<file path="config.mk">
export PLATFORM = sky130hd
export DESIGN_NAME = dual_mult_sched
export DESIGN_NICKNAME = d
export VERILOG_FILES = /design/src/rtl/dual_mult_pkg.sv /design/src/rtl/dsp_dual_mult.sv /design/src/rtl/sync_fifo_res.sv /design/src/rtl/dual_mult_sched.sv
export SDC_FILE = /design/constraint.sdc
export NUM_CORES = 1
export LEC_CHECK = 0
export BUFFER_PORTS_ARGS = -buffer_cell sky130_fd_sc_hd__buf_2
export CAP_MARGIN = 20
export CELL_PAD_IN_SITES_DETAIL_PLACEMENT = 2
export CELL_PAD_IN_SITES_GLOBAL_PLACEMENT = 2
export CORE_MARGIN = 3
export CORE_UTILIZATION = 44
export DETAILED_ROUTE_END_ITERATION = 12
export GPL_TIMING_DRIVEN = 0
export PLACE_DENSITY_LB_ADDON = 0.1
export SYNTH_ARGS = -nofsm -noshare
export SYNTH_HDL_FRONTEND = slang
export SYNTH_SLANG_ARGS = --single-unit
</file>
<file path="constraint.sdc">
create_clock -name clk -period 5.5 [get_ports clk]
set_input_delay 0.825 -clock clk [delete_from_list [all_inputs] [get_ports clk]]
set_output_delay 0.825 -clock clk [all_outputs]
set_load 0.02 [all_outputs]
</file>
<file path="src/rtl/dual_mult_pkg.sv">
// Shared widths, scheduler state encoding and the buffered result record
// for dual_mult_sched and its result FIFO.
package dual_mult_pkg;

    localparam int A_W   = 8;
    localparam int C_W   = 8;
    localparam int P_W   = 16;
    localparam int TAG_W = 4;

    typedef enum logic [1:0] {
        IDLE  = 2'd0,
        RUN   = 2'd1,
        DRAIN = 2'd2,
        DONE  = 2'd3
    } sched_state_e;

    typedef struct packed {
        logic signed [P_W-1:0] ac;
        logic signed [P_W-1:0] bc;
        logic [TAG_W-1:0]      tag;
    } result_t;

endpackage

</file>
<file path="src/rtl/dsp_dual_mult.sv">
// Dual multiplier sharing operand c: ac = a*c, bc = b*c, LAT register stages.
// a/b are signed, c is unsigned; products are truncated to P_W bits.
module dsp_dual_mult #(
    parameter int A_W = 8,
    parameter int C_W = 8,
    parameter int P_W = 16,
    parameter int LAT = 3
) (
    input  logic                  clk,
    input  logic                  rst,
    input  logic                  en,
    input  logic signed [A_W-1:0] a,
    input  logic signed [A_W-1:0] b,
    input  logic [C_W-1:0]        c,
    output logic                  valid_out,
    output logic signed [P_W-1:0] ac,
    output logic signed [P_W-1:0] bc
);

    function automatic logic signed [P_W-1:0] mul_trunc(
        input logic signed [A_W-1:0] x,
        input logic [C_W-1:0]        y
    );
        logic signed [P_W-1:0] xe;
        logic signed [P_W-1:0] ye;
        xe = P_W'(x);
        ye = $signed(P_W'(y));
        return xe * ye;
    endfunction

    logic signed [P_W-1:0] ac_p [LAT];
    logic signed [P_W-1:0] bc_p [LAT];
    logic [LAT-1:0]        vld_p;

    // Data stages advance every cycle; only the valid bits are reset.
    always_ff @(posedge clk) begin
        ac_p[0] <= mul_trunc(a, c);
        bc_p[0] <= mul_trunc(b, c);
        for (int i = 1; i < LAT; i++) begin
            ac_p[i] <= ac_p[i-1];
            bc_p[i] <= bc_p[i-1];
        end
    end

    always_ff @(posedge clk) begin
        if (rst) begin
            vld_p <= '0;
        end else begin
            vld_p[0] <= en;
            for (int i = 1; i < LAT; i++) begin
                vld_p[i] <= vld_p[i-1];
            end
        end
    end

    assign valid_out = vld_p[LAT-1];
    assign ac        = ac_p[LAT-1];
    assign bc        = bc_p[LAT-1];

endmodule

</file>
<file path="src/rtl/sync_fifo_res.sv">
// Result FIFO of result_t, DEPTH entries (power of 2), with occupancy output.
// A write while full is accepted when a pop happens in the same cycle.
module sync_fifo_res
    import dual_mult_pkg::*;
#(
    parameter int DEPTH = 4
) (
    input  logic                   clk,
    input  logic                   rst,
    input  logic                   wr_en,
    input  result_t                wr_data,
    input  logic                   rd_en,
    output result_t                rd_data,
    output logic                   empty,
    output logic [$clog2(DEPTH):0] count
);

    localparam int AW = $clog2(DEPTH);
    localparam int CW = $clog2(DEPTH) + 1;

    result_t       mem [DEPTH];
    logic [AW-1:0] wr_ptr_q, wr_ptr_d;
    logic [AW-1:0] rd_ptr_q, rd_ptr_d;
    logic [CW-1:0] count_q, count_d;
    logic          do_wr, do_rd;

    always_comb begin
        do_rd    = rd_en && (count_q != '0);
        do_wr    = wr_en && ((count_q != CW'(DEPTH)) || do_rd);
        wr_ptr_d = wr_ptr_q + AW'(do_wr);
        rd_ptr_d = rd_ptr_q + AW'(do_rd);
        count_d  = count_q + CW'(do_wr) - CW'(do_rd);
    end

    always_ff @(posedge clk) begin
        if (!rst) begin
            wr_ptr_q <= '0;
            rd_ptr_q <= '0;
            count_q  <= '0;
        end else begin
            wr_ptr_q <= wr_ptr_d;
            rd_ptr_q <= rd_ptr_d;
            count_q  <= count_d;
        end
    end

    always_ff @(posedge clk) begin
        if (do_wr) begin
            mem[wr_ptr_q] <= wr_data;
        end
    end

    assign rd_data = mem[rd_ptr_q];
    assign empty   = (count_q == '0);
    assign count   = count_q;

endmodule

</file>
<file path="src/rtl/dual_mult_sched.sv">
// Credit-based scheduler feeding one dsp_dual_mult and buffering results in sync_fifo_res.
// Define DUAL_MULT_CHECK_EN to add a shadow-model result check and the sticky chk_err port.
module dual_mult_sched
    import dual_mult_pkg::*;
#(
    parameter int MULT_LAT = 3,
    parameter int FIFO_D   = 4
) (
    input  logic                  clk,
    input  logic                  rst,
    input  logic                  in_valid,
    output logic                  in_ready,
    input  logic signed [A_W-1:0] in_a,
    input  logic signed [A_W-1:0] in_b,
    input  logic [C_W-1:0]        in_c,
    input  logic [TAG_W-1:0]      in_tag,
    output logic                  out_valid,
    input  logic                  out_ready,
    output logic signed [P_W-1:0] out_ac,
    output logic signed [P_W-1:0] out_bc,
    output logic [TAG_W-1:0]      out_tag,
    input  logic                  flush,
    output logic                  flush_done,
    output logic                  busy
`ifdef DUAL_MULT_CHECK_EN
    ,
    output logic                  chk_err
`endif
);

    localparam int CNT_W = $clog2(FIFO_D) + 1;

    sched_state_e          state_q, state_d;
    logic                  flush_done_q, flush_done_d;
    logic [MULT_LAT-1:0]   vld_q, vld_d;
    logic [TAG_W-1:0]      tag_q [MULT_LAT];
    logic                  issue, pop, fifo_empty, dsp_vld, res_wr;
    logic [CNT_W-1:0]      fifo_cnt, used;
    logic signed [P_W-1:0] dsp_ac, dsp_bc;
    result_t               wr_res, rd_res;

    // Credits in use: jobs still in the multiplier plus results waiting in the FIFO.
    always_comb begin
        used = fifo_cnt;
        for (int i = 0; i < MULT_LAT; i++) begin
            used = used + CNT_W'(vld_q[i]);
        end
    end

    assign pop      = out_valid && out_ready;
    assign in_ready = (state_q == RUN) && !flush && ((used < CNT_W'(FIFO_D)) || pop);
    assign issue    = in_valid && in_ready;
    assign res_wr   = vld_q[MULT_LAT-1];

    always_comb begin
        vld_d[0] = issue;
        for (int i = 1; i < MULT_LAT; i++) begin
            vld_d[i] = vld_q[i-1];
        end
    end

    always_comb begin
        state_d = state_q;
        case (state_q)
            IDLE:    state_d = RUN;
            RUN:     if (flush) state_d = DRAIN;
            DRAIN:   if (used == '0) state_d = DONE;
            DONE:    state_d = RUN;
            default: state_d = IDLE;
        endcase
        flush_done_d = (state_d == DONE);
    end

    always_ff @(posedge clk) begin
        if (!rst) begin
            state_q      <= IDLE;
            flush_done_q <= 1'b0;
            vld_q        <= '0;
        end else begin
            state_q      <= state_d;
            flush_done_q <= flush_done_d;
            vld_q        <= vld_d;
        end
    end

    always_ff @(posedge clk) begin
        tag_q[0] <= in_tag;
        for (int i = 1; i < MULT_LAT; i++) begin
            tag_q[i] <= tag_q[i-1];
        end
    end

    dsp_dual_mult #(
        .A_W (A_W),
        .C_W (C_W),
        .P_W (P_W),
        .LAT (MULT_LAT)
    ) u_dsp (
        .clk       (clk),
        .rst       (~rst),
        .en        (issue),
        .a         (in_a),
        .b         (in_b),
        .c         (in_c),
        .valid_out (dsp_vld),
        .ac        (dsp_ac),
        .bc        (dsp_bc)
    );

    assign wr_res = '{ac: dsp_ac, bc: dsp_bc, tag: tag_q[MULT_LAT-1]};

    sync_fifo_res #(
        .DEPTH (FIFO_D)
    ) u_fifo (
        .clk     (clk),
        .rst     (rst),
        .wr_en   (res_wr),
        .wr_data (wr_res),
        .rd_en   (pop),
        .rd_data (rd_res),
        .empty   (fifo_empty),
        .count   (fifo_cnt)
    );

    // FIFO storage is never reset, so the data outputs are forced to zero while empty.
    assign out_valid  = !fifo_empty;
    assign out_ac     = out_valid ? rd_res.ac  : '0;
    assign out_bc     = out_valid ? rd_res.bc  : '0;
    assign out_tag    = out_valid ? rd_res.tag : '0;
    assign flush_done = flush_done_q;
    assign busy       = (state_q != IDLE) || (used != '0) || dsp_vld;

`ifdef DUAL_MULT_CHECK_EN
    logic signed [P_W-1:0] exp_ac_q [MULT_LAT];
    logic signed [P_W-1:0] exp_bc_q [MULT_LAT];
    logic signed [P_W-1:0] shadow_c;
    logic                  chk_err_q;
    logic                  chk_bad;

    assign shadow_c = $signed(P_W'({1'b0, in_c}));

    always_ff @(posedge clk) begin
        exp_ac_q[0] <= P_W'(in_a) * shadow_c;
        exp_bc_q[0] <= P_W'(in_b) * shadow_c;
        for (int i = 1; i < MULT_LAT; i++) begin
            exp_ac_q[i] <= exp_ac_q[i-1];
            exp_bc_q[i] <= exp_bc_q[i-1];
        end
    end

    assign chk_bad = res_wr && (!dsp_vld || (exp_ac_q[MULT_LAT-1] != dsp_ac) ||
                                (exp_bc_q[MULT_LAT-1] != dsp_bc));

    always_ff @(posedge clk) begin
        if (!rst) begin
            chk_err_q <= 1'b0;
        end else if (chk_bad) begin
            chk_err_q <= 1'b1;
        end
    end

    always_ff @(posedge clk) begin
        if (rst && res_wr) begin
            assert (!chk_bad)
            else $error("dual_mult_sched: DSP result disagrees with shadow model");
        end
    end

    assign chk_err = chk_err_q;
`endif

endmodule

</file>
# After elaboration in Yosys (flattened, before gate mapping)
# Memory sizes are Yosys's and may differ from the RTL's. A register that Yosys moved wholly into a read port is not among the register bits.
# Cells that the tools add are included.
# totals
regBits	16
ram_bits	252
inputBits	33
output_inout_bits	40
memories	4
# classes
addsub	7
multipliers	2
n_lt_le_gt_ge	1
eq_ne	5
n_mux	9
reduce_logical	19
# memory_table
name	depth	width	rd	rd_clocked_by_memory_dff	write_ports	line_no	text
u_fifo.mem	4	36	1	1	1	sync_fifo_res.sv:21	result_t mem [DEPTH];
u_dsp.ac_p	3	16	3	0	3	dsp_dual_mult.sv:31	logic signed [P_W-1:0] ac_p [LAT];
u_dsp.bc_p	3	16	3	0	3	dsp_dual_mult.sv:32	logic signed [P_W-1:0] bc_p [LAT];
tag_q	3	4	3	0	3	dual_mult_sched.sv:36	logic [TAG_W-1:0] tag_q [MULT_LAT];
# op_table
operator	count
$mul A8 B9 Y16	2
$mux W16	2
$add A3 B1 Y3	4
$eq A2 B2 Y1 const B	3
$logic_and A1 B1 Y1	6
$logic_not A3 Y1	2
$mux W2	3
$pmux W2 S3	1
$reduce_bool A3 Y1	2
$add A2 B1 Y2	2
$logic_or A1 B1 Y1	4
$mux W4	1
$lt A3 B3 Y1 const B	1
$ne A3 B3 Y1 const B	1
$sub A3 B1 Y3	1
$eq A2 B1 Y1 const B	1
$logic_not A1 Y1	2
$logic_not A2 Y1	1
$mux W1	2
$reduce_bool A2 Y1	1
$reduce_or A2 Y1	1

# Longest topological paths before layout
# depth
depth_word	8
ltp_mapped	18

# By module
# A second synthesis with hierarchy kept.
# hier_totals
cells_unflattened	941
hier_area_um2	12998.7
# by_module_without_submodules
module	instances	cells_each	area_per_inst_um2
dsp_dual_mult	1	630	6515.0
sync_fifo_res	1	222	5640.4
dual_mult_sched	1	89	843.3

# Worst setup path after synthesis
# No wires, ideal clock.
# synth_path
kind	input -> register
from	input port in_c[1]
to	memory u_dsp.ac_p[0][14]
setup_time_ns	0.079
arrival_ns	4.495
required_ns	5.421
setup_slack_ns	0.926
path_stages	15
n_path_buf	1
cell_sequence	clkbuf_1 -> nand2_1 -> fa_1 -> fa_1 -> inv_1 -> fa_1 -> inv_1 -> fa_1 -> inv_1 -> ha_1 -> o21a_1 -> o31a_4 -> o21ai_2 -> a2111o_1 -> o211ai_1
# synth_rtl
item	line_no	text
from (decl)	dual_mult_sched.sv:15	input logic [C_W-1:0] in_c,
to (decl)	dsp_dual_mult.sv:31	

==> results.md <==
- Outcome: finished clean
- Core Util, Final: 52.0%
- Syn Area/Cell: 13.9 um2
- Via count: 7327
- Initial DRT Pass Iterations: 4
- Design area: 0.0147 mm2
- Most common library cell in the layout ignoring fill and taps: edfxtp_1
- Sequential area share after synthesis: 52.5%
- Final Hold Fails: 0
- Power Density: 463 mW/mm2
- Core area: 0.0283 mm2
- Worst Hold Class: reg -> reg
- Crit start category: primary input
- Ports: 73
- Initial core utilization: 45.4%
- Min Tclk post-route: 4.81 ns
- Largest cells by area after synthesis: edfxtp_1 (34%), dfxtp_1 (19%), fa_1 (12%)
- Die X-Extent: 177 um
- Die ar.: 0.0313 mm2
- Share of cells above drive strength 1: 14.7%
- Pin count of the biggest net entering global routing: 29
- Die Y: 177 um
- Mapped Cells: 924
- CTS Hold Bufs: 0
- Synth unique cells: 49
- Total Power: 6.81 mW
- Hold path start: tag_q[0][3]$_DFF_P_
- First-pass GRT wire length: 48900 um
- Gpl congestion: 0.739
- Clk_lat worst skew: 0.51 ns
- Crit end category: register
- Finished Layout Cells: 1432
- Top_reg_cell synth: edfxtp_1
- Slowest CP cell: fa_1
- Post-placement cell area: 0.0139 mm2
- RSZ-0062 raised after global routing: no
- Gr usage total: 20.1%
- EDFF count, synth: 144
- Syn_nets: 1123
- Nets: 1233
- Row Count: 61
- Clock Path Buffers: 3
- Total wire length: 30300 um
- Synth top area share: 33.6%
- Clk sinks: 265
- Slew Viols, Final: 0
- Crit-path max cell delay: 0.56 ns
- Max-slew headroom: 44.9%
- LEAKAGE: 6.24 nW
- Synth Register Bits: 265
- # Post-CTS Setup Buffers: 0
- Cell taking the most area after synthesis: edfxtp_1
- Drt drc: 0
- Most used cell, CP: fa_1
- N_diodes: 0
- Crit Path Max Fanout: 10
- Vias per Instance: 5.12
- Asr flop ratio synth: 0%
- Critical path arrival: 5.19 ns
- CP cell instances: buf_2 -> clkbuf_1 -> nand2_1 -> fa_1 -> fa_1 -> inv_1 -> fa_1 -> inv_1 -> fa_1 -> inv_1 -> ha_1 -> o21a_1 -> o31a_4 -> o21ai_2 -> a2111o_1 -> o211ai_1
- Most frequent cells in the layout: edfxtp_1 (144), and2_1 (123), dfxtp_1 (121)
- YS warnings: 0
- Clock transition at the registers of the reported paths: 0.07 ns
- WP data required: 5.88 ns
- VDD IR-drop max: 0.000218 V
- Period utilization: 87.5%
- Post-CTS resize count: 0
- Endpoints failing setup: 0
- Fin Hold WS: 0.324 ns
- Setup CP Type: in -> reg
- DP Cell Count: 1384
- Root buffer cell: clkbuf_16
- IO Port Bufs: 72
- CTS tree: built
- Worst reg2reg startpoint: u_fifo.count[1]$_SDFF_PN0_
- Layout area overhead: 14.5%
- Initial antenna violation count: 1
- Max cap viols: 0
- Fillers: 2656
- Worst-margin pin slew: 0.822 ns
- H-tree level count: 1
- Drt wl/cell: 21.2 um
- Gr ovfl total: 0
- Setup Skew: 0.0108 ns
- TritonCTS Buffers: 26
- Drt initial violations: 378
- Mapped cell area: 0.0129 mm2
- Antenna Nets Post-Route: 0
- Vias in the first global route: 8288
- CP Launch Point: in_c[2]
- Fmax: 208 MHz
- DPL Wire Length: 21700 um
-- synth_stat cells (3+ instances only) --
cell type    n
nand2_1     41
ha_1        89
dfxtp_1    121
and4_1       3
a21o_1       9
or3_1        5
nand3_1     11
mux4_2      10
nand4_1      3
edfxtp_1   144
mux4_1      26
inv_1      119
buf_12       3
clkbuf_1    14
nor2_1      24
xor2_1       7
and2_1     123
buf_2        4
nor3_1       6
a21oi_1     18
nand2b_1     7
o21ai_0      6
fa_1        77
xnor2_1     18
-- worst max-delay path: cells and delay by family --
kind	cells	cell delay, ns
adder cells (fa/ha/maj)	5	2.49
AND/OR/NAND/NOR	1	0.13
AO/OA/AOI/OAI	5	0.97
buffers and inverters	5	0.76
-- worst paths after layout --
| kind | to | slack [ns] | cells after the start |
|---|---|---|---|
| worst max-delay path | u_dsp.ac_p[0][14]$_DFF_P_ | 0.69 | 16 |
| worst min-delay path | tag_q[0][7]$_DFF_P_ | 0.32 | 0 |
| worst max register to register | u_fifo.count[2]$_SDFF_PN0_ | 2.91 | 10 |
| worst min register to register | tag_q[0][7]$_DFF_P_ | 0.32 | 0 |
-- report_power, final --
part           switching [mW]  total [mW]  internal (mW)
logic                    1.30        2.29          0.991
clock network           0.734        1.77           1.03
registers               0.213        2.75           2.54
-- area by class of cell --
cell class              instances  area [um2]  share of cell area, %
well taps                     378         473                   3.21
inverters                     119         447                   3.04
multi-input cells             518        5540                   37.6
clock buffers                  39         781                   5.31
plain buffers                  22         144                  0.978
clock inverters                 9        81.3                  0.553
flip-flops and latches        265        6750                   45.8
repair buffers                 82         509                   3.46
-- logic make-up after synthesis --
| kind of cell | Yosys count | share of synthesized area [%] |
|---|---|---|
| fa+ha+maj | 166 | 20.7 |
| compound gates | 53 | 3.08 |
| xor+xnor | 25 | 1.70 |
| buf+inv | 141 | 4.59 |
| mux | 37 | 7.15 |
| simple gates | 237 | 10.3 |
| flops | 265 | 52.5 |
-- routing by layer --
layer	up-vias	routed length [um]	GRT usage, %
met2	137	15600	36.4
met4	0	428	3.76
met3	30	893	1.93
met5	-	0	0
met1	3780	13400	26.8
li1	3380	-	-
-- metrics by stage --
| step | worst slack [ns] | TNS [ns] |
|---|---|---|
| global route | 0.459 | 0 |
| finish | 0.685 | 0 |
| detailed placement | 0.129 | 0 |
| global placement | -1.10 | -67.39 |
| floorplan | 0.926 | 0 |
| CTS | 0.668 | 0 |
-- flip-flops by register name (all words and copies together) (netlist names) --
register         flops
flush_done           1
state_q              2
tag_q               12
u_dsp.ac_p          48
u_dsp.bc_p          48
u_fifo.count         3
u_fifo.mem         144
u_fifo.rd_ptr_q      2
u_fifo.wr_ptr_q      2
vld_q                3
(Power assumes the default switching activity.)
